===== config.mk =====
export PLATFORM = sky130hd
export DESIGN_NAME = lap_stopwatch
export DESIGN_NICKNAME = d
export VERILOG_FILES = /design/src/rtl/stopwatch_pkg.sv /design/src/rtl/bcd_digit_counter.sv /design/src/rtl/lap_stopwatch.sv
export SDC_FILE = /design/constraint.sdc
export NUM_CORES = 1
export LEC_CHECK = 0
export CAP_MARGIN = 30
export CORE_ASPECT_RATIO = 0.8
export CORE_MARGIN = 2
export CORE_UTILIZATION = 46
export DETAILED_ROUTE_END_ITERATION = 8
export GPL_TIMING_DRIVEN = 1
export MAX_ROUTING_LAYER = met4
export PLACE_DENSITY = 0.67
export RECOVER_POWER = 50
export REMOVE_ABC_BUFFERS = 1
export SLEW_MARGIN = 20
export SYNTH_ARGS = -nofsm -noshare
export SYNTH_HDL_FRONTEND = slang
export SYNTH_SLANG_ARGS = --single-unit

===== constraint.sdc =====
create_clock -name clk -period 6.8 [get_ports clk]
set_clock_uncertainty 0.2 [all_clocks]
set_input_delay 1.36 -clock clk [delete_from_list [all_inputs] [get_ports clk]]
set_output_delay 1.36 -clock clk [all_outputs]
set_load 0.05 [all_outputs]

===== src/rtl/stopwatch_pkg.sv =====
// Shared constants and helpers for the BCD stopwatch digit chain.
// Latency: combinational helpers only, evaluated at elaboration or in comb logic.
// Backpressure: none; pure functions.
package stopwatch_pkg;

  localparam int BASE10 = 10;
  localparam int BASE6  = 6;
  localparam int MAX_ND = 7;  // 3 fraction + 2 seconds + 2 minute digits

  // Base of digit idx in the LSB-first layout; only seconds-tens is base 6.
  function automatic int digit_base(input int idx, input int frac_digits);
    return (idx == frac_digits + 1) ? BASE6 : BASE10;
  endfunction

  // Limit one BCD digit to the largest value its base allows.
  function automatic logic [3:0] clamp_digit(input logic [3:0] d, input int base);
    logic [3:0] top;
    top = 4'(base - 1);
    return (d > top) ? top : d;
  endfunction

  // Largest representable count: every digit at its base maximum.
  function automatic logic [4*MAX_ND-1:0] max_value(input int nd, input int frac_digits);
    logic [4*MAX_ND-1:0] v;
    v = '0;
    for (int i = 0; i < MAX_ND; i++) begin
      if (i < nd) v[4*i +: 4] = 4'(digit_base(i, frac_digits) - 1);
    end
    return v;
  endfunction

endpackage


===== src/rtl/bcd_digit_counter.sv =====
// One up/down BCD digit of configurable base with clear, load and terminal count.
// Latency: digit updates one clock after en/load/clear.
// Backpressure: none; the enable chain decides when the digit steps.
module bcd_digit_counter import stopwatch_pkg::*; #(
  parameter int BASE = BASE10
) (
  input  logic       clk,
  input  logic       reset_n,
  input  logic       en,
  input  logic       up,
  input  logic       load,
  input  logic [3:0] load_val,
  input  logic       clear,
  output logic [3:0] digit,
  output logic       carry_out
);

  localparam logic [3:0] TOP = 4'(BASE - 1);

  // Terminal count: carry when at TOP counting up, borrow when at 0 counting down.
  assign carry_out = up ? (digit == TOP) : (digit == 4'd0);

  // Digit register: clear beats load beats count.
  always_ff @(posedge clk or negedge reset_n) begin
    if (!reset_n)   digit <= '0;
    else if (clear) digit <= '0;
    else if (load)  digit <= load_val;
    else if (en) begin
      if (up) digit <= carry_out ? 4'd0 : digit + 4'd1;
      else    digit <= carry_out ? TOP  : digit - 4'd1;
    end
  end

endmodule


===== src/rtl/lap_stopwatch.sv =====
// BCD min:sec.frac stopwatch/countdown on an internal tick enable, with lap freeze.
// Latency: a tick in cycle N shows on time_bcd in cycle N+1; disp_bcd is a comb mux.
// Backpressure: none; control inputs are single-cycle pulses acted on immediately.
module lap_stopwatch import stopwatch_pkg::*; #(
  parameter int CLK_HZ      = 100_000_000,
  parameter int FRAC_DIGITS = 1,
  parameter int MIN_DIGITS  = 1,
  parameter bit SATURATE    = 1'b0
) (
  input  logic                                        clk,
  input  logic                                        reset_n,
  input  logic                                        start_stop_p,
  input  logic                                        clear_p,
  input  logic                                        lap_p,
  input  logic                                        mode_down,
  input  logic [4*(FRAC_DIGITS+2+MIN_DIGITS)-1:0]     preset,
  output logic [4*(FRAC_DIGITS+2+MIN_DIGITS)-1:0]     time_bcd,
  output logic [4*(FRAC_DIGITS+2+MIN_DIGITS)-1:0]     disp_bcd,
  output logic                                        running,
  output logic                                        lap_active,
  output logic                                        done,
  output logic                                        overflow
);

  localparam int ND  = FRAC_DIGITS + 2 + MIN_DIGITS;
  localparam int DIV = CLK_HZ / (10 ** FRAC_DIGITS);
  localparam int DW  = (DIV > 1) ? $clog2(DIV) : 1;
  localparam logic [4*MAX_ND-1:0] MAX_FULL = max_value(ND, FRAC_DIGITS);
  localparam logic [4*ND-1:0]     MAXV     = MAX_FULL[4*ND-1:0];
  localparam logic [4*ND-1:0]     ONE      = 1;

  logic [DW-1:0]   div_q;
  logic            running_q, lap_active_q, done_q, overflow_q, dir_down;
  logic [4*ND-1:0] lap_q;
  logic [4*ND-1:0] load_val;
  logic [ND-1:0]   tc;
  logic [ND:0]     chain;
  logic            tick, at_max, at_zero, sat_hit, zero_hit, step, ss_ok;

  assign tick     = running_q && (div_q == DW'(DIV - 1));
  assign at_max   = (time_bcd == MAXV);
  assign at_zero  = (time_bcd == '0);
  // Saturating up-count at the top holds the digits instead of wrapping.
  assign sat_hit  = tick && !dir_down && at_max && SATURATE;
  // Countdown: the tick leaving 1 lands on zero and ends the run.
  assign zero_hit = tick && dir_down && (time_bcd == ONE);
  assign step     = tick && !sat_hit && !(dir_down && at_zero);
  assign ss_ok    = start_stop_p && !(dir_down && at_zero) && !(done_q && SATURATE);

  assign chain[0] = step;

  for (genvar i = 0; i < ND; i++) begin : g_digit
    localparam int B = digit_base(i, FRAC_DIGITS);
    assign load_val[4*i +: 4] = clamp_digit(preset[4*i +: 4], B);
    bcd_digit_counter #(.BASE(B)) u_digit (
      .clk       (clk),
      .reset_n   (reset_n),
      .en        (chain[i]),
      .up        (!dir_down),
      .load      (clear_p && mode_down),
      .load_val  (load_val[4*i +: 4]),
      .clear     (clear_p && !mode_down),
      .digit     (time_bcd[4*i +: 4]),
      .carry_out (tc[i])
    );
    assign chain[i+1] = chain[i] && tc[i];
  end

  // Tick divider: advances only while running so a stop keeps sub-tick phase.
  always_ff @(posedge clk or negedge reset_n) begin
    if (!reset_n)       div_q <= '0;
    else if (clear_p)   div_q <= '0;
    else if (running_q) div_q <= (div_q == DW'(DIV - 1)) ? '0 : div_q + DW'(1);
  end

  // Run state, sticky done, direction and wrap pulse; terminal events beat start/stop.
  always_ff @(posedge clk or negedge reset_n) begin
    if (!reset_n) begin
      running_q  <= 1'b0;
      done_q     <= 1'b0;
      overflow_q <= 1'b0;
      dir_down   <= 1'b0;
    end else if (clear_p) begin
      running_q  <= 1'b0;
      done_q     <= 1'b0;
      overflow_q <= 1'b0;
      dir_down   <= mode_down;
    end else begin
      // Carry out of the top digit while counting up means the count wrapped.
      overflow_q <= !dir_down && chain[ND];
      if (sat_hit || zero_hit) begin
        running_q <= 1'b0;
        done_q    <= 1'b1;
      end else if (ss_ok) begin
        running_q <= !running_q;
      end
    end
  end

  // Lap freeze: capture the pre-update count on entry, release on the next pulse.
  always_ff @(posedge clk or negedge reset_n) begin
    if (!reset_n) begin
      lap_active_q <= 1'b0;
      lap_q        <= '0;
    end else if (clear_p) begin
      lap_active_q <= 1'b0;
    end else if (lap_p) begin
      if (!lap_active_q) lap_q <= time_bcd;
      lap_active_q <= !lap_active_q;
    end
  end

  assign disp_bcd   = lap_active_q ? lap_q : time_bcd;
  assign running    = running_q;
  assign lap_active = lap_active_q;
  assign done       = done_q;
  assign overflow   = overflow_q;

endmodule


Word level (Yosys, flattened, before mapping)
Cells that the tools add are included. Widths: inputs -> output; s select.

Equality and inequality tests: 6. $lt $le $gt $ge: 4. Bitwise logic cells: 1. Muxes and demuxes: 44. $add $sub $neg: 9. Shifts and indexed selects: 0. Divide/modulo/power cells: 0. Reduce and logical (&&, ||, !) cells: 32. Multipliers: 0.

Operator list (number): $mux 4 (28); $mux 24 (3); $add 24x1->24 const B (1); $eq 24x24->1 const B (1); $add 4x1->4 const B (4); $eq 16x1->1 const B (1); $logic_not 16->1 (1); $logic_not 4->1 (4); $mux 16 (1); $sub 4x1->4 const B (4); $reduce_bool 3->1 (5); $logic_and 1x1->1 (13); $eq 4x4->1 const B (3); $gt 4x4->1 const B (3); $mux 1 (12); $reduce_bool 2->1 (3); $logic_not 1->1 (5); $eq 4x3->1 const B (1); $gt 4x3->1 const B (1); $reduce_and 2->1 (1); $not 1->1 (1).

Bits in read-only memories: 0. Output and inout bits: 36. Latch bits: 0. Memories: 0. Input bits: 22. Register bits: 61. Bits in writable memories: 0. Logic and storage cells: 107.

Logic depth before layout (Yosys ltp)
Depth in word-level cells: 10. Gate-level depth with buffers: 7. Gate-level depth less buffers: 7.

Hierarchy
Synthesis repeated with hierarchy kept, for this count alone.

Cell total of the unflattened synthesis: 468. Area, all modules: 4262.8 um2.

Modules (own cells, without submodules): lap_stopwatch (sequential area each 1126.1 um2, cells an instance 269, area an instance 2647.5 um2, times used 1); bcd_digit_counter at g_digit[0].u_digit ... (sequential area each 100.1 um2, cells an instance 51, area an instance 409.1 um2, times used 3); bcd_digit_counter at g_digit[2].u_digit (sequential area each 100.1 um2, cells an instance 46, area an instance 387.9 um2, times used 1).

Worst setup path after synthesis
Ideal clock, no wire load.

Path type: register to output. From: register lap_active_q (netlist: lap_active). To: output disp_bcd[0]. Buffers on the path: 2. Stages on the path, launching flop included: 4. Setup slack: 3.093 ns. Data required time: 5.240 ns. Arrival time: 2.147 ns. Cell sequence: dfrtp_1 clkbuf_1 clkbuf_1 o21ai_0.

Longest elaborated chain between the ends: 1.

Ends and longest elaborated chain: start, declared (RTL line lap_stopwatch.sv:33) `logic running_q, lap_active_q, done_q, overflow_q, dir_down;`; start signal, assigned (RTL line lap_stopwatch.sv:109) `lap_active_q <= !lap_active_q;`; $mux 16; end, declared (RTL line lap_stopwatch.sv:18) `output logic [4*(FRAC_DIGITS+2+MIN_DIGITS)-1:0] disp_bcd,`.

Every way passes these cells.

Worst setup path in the final report
From: input clear_p. To: register div_q[13].

Longest elaborated chain between the ends: 1. Elaborated cells on any way between the ends: 2. Those cells by class: mux: 1; reduce/logical: 1.

Ends and longest elaborated chain: start, declared (RTL line lap_stopwatch.sv:13) `input logic clear_p,`; $mux 24 / $reduce_bool 2->1 (equally long branches); end signal, assigned (RTL line lap_stopwatch.sv:73) `else if (running_q) div_q <= (div_q == DW'(DIV - 1)) ? '0 : div_q + DW'(1);`; end, declared (RTL line lap_stopwatch.sv:32) `logic [DW-1:0] div_q;`.

Several ways; a longest one is shown, not always the timed one. A chain may end at the register's enable or synchronous reset.

==> implementation parameters <==
Parameter                              Value

Logic synthesis
  Register area share after synthesis ... 0.3789
  Synth Area in Compound Gates ... 0.1416
  Number of synthesized flops with an enable pin ... 0
  Cell types with the highest counts after synthesis ... sky130_fd_sc_hd__dfrtp_1, sky130_fd_sc_hd__nand2_1, sky130_fd_sc_hd__nor2_1
  Xor/xnor share of the synthesized area ... 0.05435
  Post-synthesis share of cell area spent on full adders, half adders and majority gates ... 0.04969
  Mean instance size in the synthesized netlist ... 9.413 um2
  Share of cell area taken by muxes after synthesis ... 0.1112
  Synthesized instance count ... 428
  Count of state elements after synthesis ... 61
  Most instantiated flip-flop cell in the synthesis netlist ... sky130_fd_sc_hd__dfrtp_1
  Synth Warn # ... 0
  Syn Std Cell Area ... 4029 um2
  Simple logic cell fraction of the synthesized area ... 0.2258
  Most area-hungry cell type in the Yosys netlist ... sky130_fd_sc_hd__dfrtp_1
  Top-area cell type share of the netlist area ... 0.3789
  Number of distinct standard cells referenced by the synthesized netlist ... 67
  Async set-or-reset flop fraction in the synthesized netlist ... 1.000
  Most frequently used cell type in the post-synthesis netlist ... sky130_fd_sc_hd__dfrtp_1
  Leading post-synthesis cells by cell area ... sky130_fd_sc_hd__dfrtp_1, sky130_fd_sc_hd__mux2_2, sky130_fd_sc_hd__ha_1, sky130_fd_sc_hd__nand2_1, sky130_fd_sc_hd__xor2_1
  Main combinational cell family by area after synthesis ... simple AND/OR/NAND/NOR gates

Timing
  Final count of negative-setup-slack endpoints ... 0
  Number of hold violations in the final report ... 0
  Portion of the clock cycle consumed by the worst path in the final layout ... 0.6945
  Post-route minimum period ... 4.723 ns
  Setup repair after global routing missed its margin ... no
  Pins over their slew limit ... 93
  Worst hold slack after final layout ... 0.3036 ns
  Total negative setup slack ... 0 ns
  Transition time of the tightest slew-check pin ... 3.387 ns
  Slew margin rel. ... -1.258
  Highest clock frequency the design can meet ... 211.7 MHz

Cells and area
  Area Growth Syn to Fin ... 20.59%
  # nets final ... 518
  Final core occ ... 0.5727
  Fraction of final layout cells with drive strength greater than 1 ... 0.1302
  Final antenna diode count ... 0

Worst setup path
  Kind of critical path ... in -> reg
  WP data arrival ... 4.76 ns
  Sort of element at the start of the critical path ... input pin
  Critical R2R Launch ... g_digit[1].u_digit.digit[0]$_DFFE_PN0P_
  Crit path buffers/inverters ... 2
  Slowest stage delay, CP ... 1.18 ns
  Launch point of the worst path ... clear_p
  Critical path's most frequent cell ... sky130_fd_sc_hd__nor2_1
  Critical path capture point type ... flop
  List of cells traversed by the critical path ... dlygate4sd3_1 > clkbuf_1 > nor2_1 > nor2_1 > nand3_1 > or3b_2 > a21oi_1
  Required @ worst endpoint ... 6.84 ns
  Slowest stage cell on the critical path ... sky130_fd_sc_hd__clkbuf_1
  Maximum fanout count along the critical path ... 30
  Cell family contributing the most delay on the critical path ... buffers and inverters

Global routing
  Largest net degree at the start of global routing ... 62
  Antenna violations before repair ... 0
  Total track usage ... 0.2213
  Overall overflow remaining after global route ... 0
  Number of global-route vias before repair ... 3220
  Wire length of the first global-routing pass ... 15950 um

Run
  Number of max-cap violations ... 2

Placement
  Half-perimeter wire length of the detailed placement result ... 6739 um
  Routability-driven placement congestion ratio ... 0.8604
  Buffers added on ports ... 57

Drt
  Detailed-route wire length ... 9525 um
  WL/cell ... 15.98 um
  Post-route ant nets ... 0
  Length of the first detailed-routing pass in iterations ... 5
  Total vias in the final route ... 3397
  Initial DRC count ... 195
  # DRC ... 0
  Average vias per placed instance ... 5.700

Floorplanning
  Full die area ... 9527 um2
  Vert. Die Dim ... 87.71 um
  Area of the core ... 8483 um2
  Initial standard-cell utilization of the core ... 0.4749
  Count of standard-cell rows ... 30
  Die Wd ... 108.6 um
  IO Pins ... 58

Run status
  Violated checks ... capacitance limit, slew limit
  Outcome ... complete, but fails checks

CTS
  Later-pin clock latency in the skew report ... 0.34 ns
  Total setup buffers inserted after CTS ... 0
  Number of H-tree branching levels ... 3
  Number of gates resized after CTS ... 0
  CTS tree ... built
  Root Driver ... sky130_fd_sc_hd__clkbuf_8
  Clock buffer count from CTS ... 9
  Post-CTS clock slew at the launch and capture registers of the worst setup and hold paths ... 0.07 ns
  Number of sinks driven by the clock tree ... 61
  Hold-fix buffers, CTS ... 0
  Max clock buf depth ... 2

Power and ir drop
  Worst supply voltage drop on vdd ... 0.2276 mV
  Power density cells ... 316.7 nW/um2
  P_leak ... 2.042 nW

Worst hold path
  HP Class ... reg -> reg
  Hold_sp ... lap_q[10]$_DFFE_PN0P_
placed cells by master (no fill, tap or decap), types with 3 or more instances in the layout:
cell and n:
sky130_fd_sc_hd__dfrtp_1 61, sky130_fd_sc_hd__clkdlybuf4s50_1 53, sky130_fd_sc_hd__nand2_1 44, sky130_fd_sc_hd__nor2_1 35, sky130_fd_sc_hd__mux2_2 26, sky130_fd_sc_hd__o21ai_0 21
sky130_fd_sc_hd__a21oi_1 21, sky130_fd_sc_hd__inv_1 19, sky130_fd_sc_hd__xor2_1 18, sky130_fd_sc_hd__ha_1 16, sky130_fd_sc_hd__nand3_1 15, sky130_fd_sc_hd__clkbuf_8 11
sky130_fd_sc_hd__nand4_1 9, sky130_fd_sc_hd__nor4_1 8, sky130_fd_sc_hd__mux2i_1 8, sky130_fd_sc_hd__nand3b_1 7, sky130_fd_sc_hd__xnor2_1 7, sky130_fd_sc_hd__nor2b_1 6
sky130_fd_sc_hd__a31oi_1 6, sky130_fd_sc_hd__and3_1 5, sky130_fd_sc_hd__or3b_2 5, sky130_fd_sc_hd__a21o_1 5, sky130_fd_sc_hd__nor3_1 5, sky130_fd_sc_hd__nor4b_1 3
sky130_fd_sc_hd__nand2b_1 3, sky130_fd_sc_hd__and4_1 3, sky130_fd_sc_hd__mux2_1 3, sky130_fd_sc_hd__a211oi_1 3, sky130_fd_sc_hd__and2_1 3, sky130_fd_sc_hd__dlygate4sd3_1 3
power breakdown:
group          switching [mW]  leakage (nW)  internal [mW]  total (mW)
clock network           0.144         0.101          0.186       0.330
logic                   0.416          1.13          0.277       0.692
registers              0.0906         0.811          0.426       0.517
worst paths after layout:
kind / to / slack [ns] / depth (start not counted)
worst max-delay path: div_q[13]$_DFFE_PN0P_ / 2.08 / 7
worst min register to register: lap_q[10]$_DFFE_PN0P_ / 0.30 / 1
worst max register to register: g_digit[3].u_digit.digit[3]$_DFFE_PN0P_ / 3.86 / 7
worst min-delay path: lap_q[10]$_DFFE_PN0P_ / 0.30 / 1
max in group asynchronous: div_q[19]$_DFFE_PN0P_ / 2.43 / 2
min in group asynchronous: lap_q[5]$_DFFE_PN0P_ / 2.06 / 2
logic make-up (layout without fill, tap and decap cells):
family | after synthesis | after routing
XOR/XNOR | 25 | 25
adder cells (fa/ha/maj) | 16 | 16
buffers and inverters | 38 | 94
flip-flops | 61 | 61
AO/OA/AOI/OAI | 82 | 82
multiplexers | 39 | 39
AND/OR/NAND/NOR | 167 | 167
sequential cells by signal (all words and copies together), names as in the netlist:
signal                 flops
div_q                     24
g_digit.u_digit.digit     16
lap_q                     16
dir_down                   1
done                       1
lap_active                 1
overflow                   1
running                    1
layout make-up:
cell class / instances / area, um2
tap: 112 / 140.1
multi-input combinational: 329 / 2341
clock buffer: 11 / 151.4
inverter: 19 / 71.32
timing repair buffer: 60 / 580.6
fill: 776 / 3625
sequential: 61 / 1526
clock inverter: 4 / 47.55
worst register-to-register path, cell delays in order, from the launching register on:
cell and delay, ns:
sky130_fd_sc_hd__dfrtp_1 0.45, sky130_fd_sc_hd__inv_1 0.20, sky130_fd_sc_hd__ha_1 0.25, sky130_fd_sc_hd__or3b_2 0.52
sky130_fd_sc_hd__o2bb2a_1 0.32, sky130_fd_sc_hd__nor2_1 0.30, sky130_fd_sc_hd__a21o_1 0.25, sky130_fd_sc_hd__mux2_1 0.34
routing by layer:
| layer | up-vias | wire length (um) | GRT usage |
|---|---|---|---|
| met3 | 8 | 438 | 0.04985 |
| met2 | 103 | 4234 | 0.3330 |
| met1 | 1640 | 4762 | 0.3057 |
| met5 | - | 0 | - |
| met4 | 0 | 89 | 0.05128 |
| li1 | 1646 | - | - |
stage by stage:
step                power, mW  cell area (um2)  setup slack (ns)  std cells
finish                  1.539             4858             2.077        596
global route            1.629             4858             1.757        596
CTS                     1.554             4872             2.809        596
detailed placement      1.218             4673             2.790        581
global placement        1.205             4673             2.892        581
floorplan              0.9973             3945             3.163        409
(Power assumes the default switching activity.)
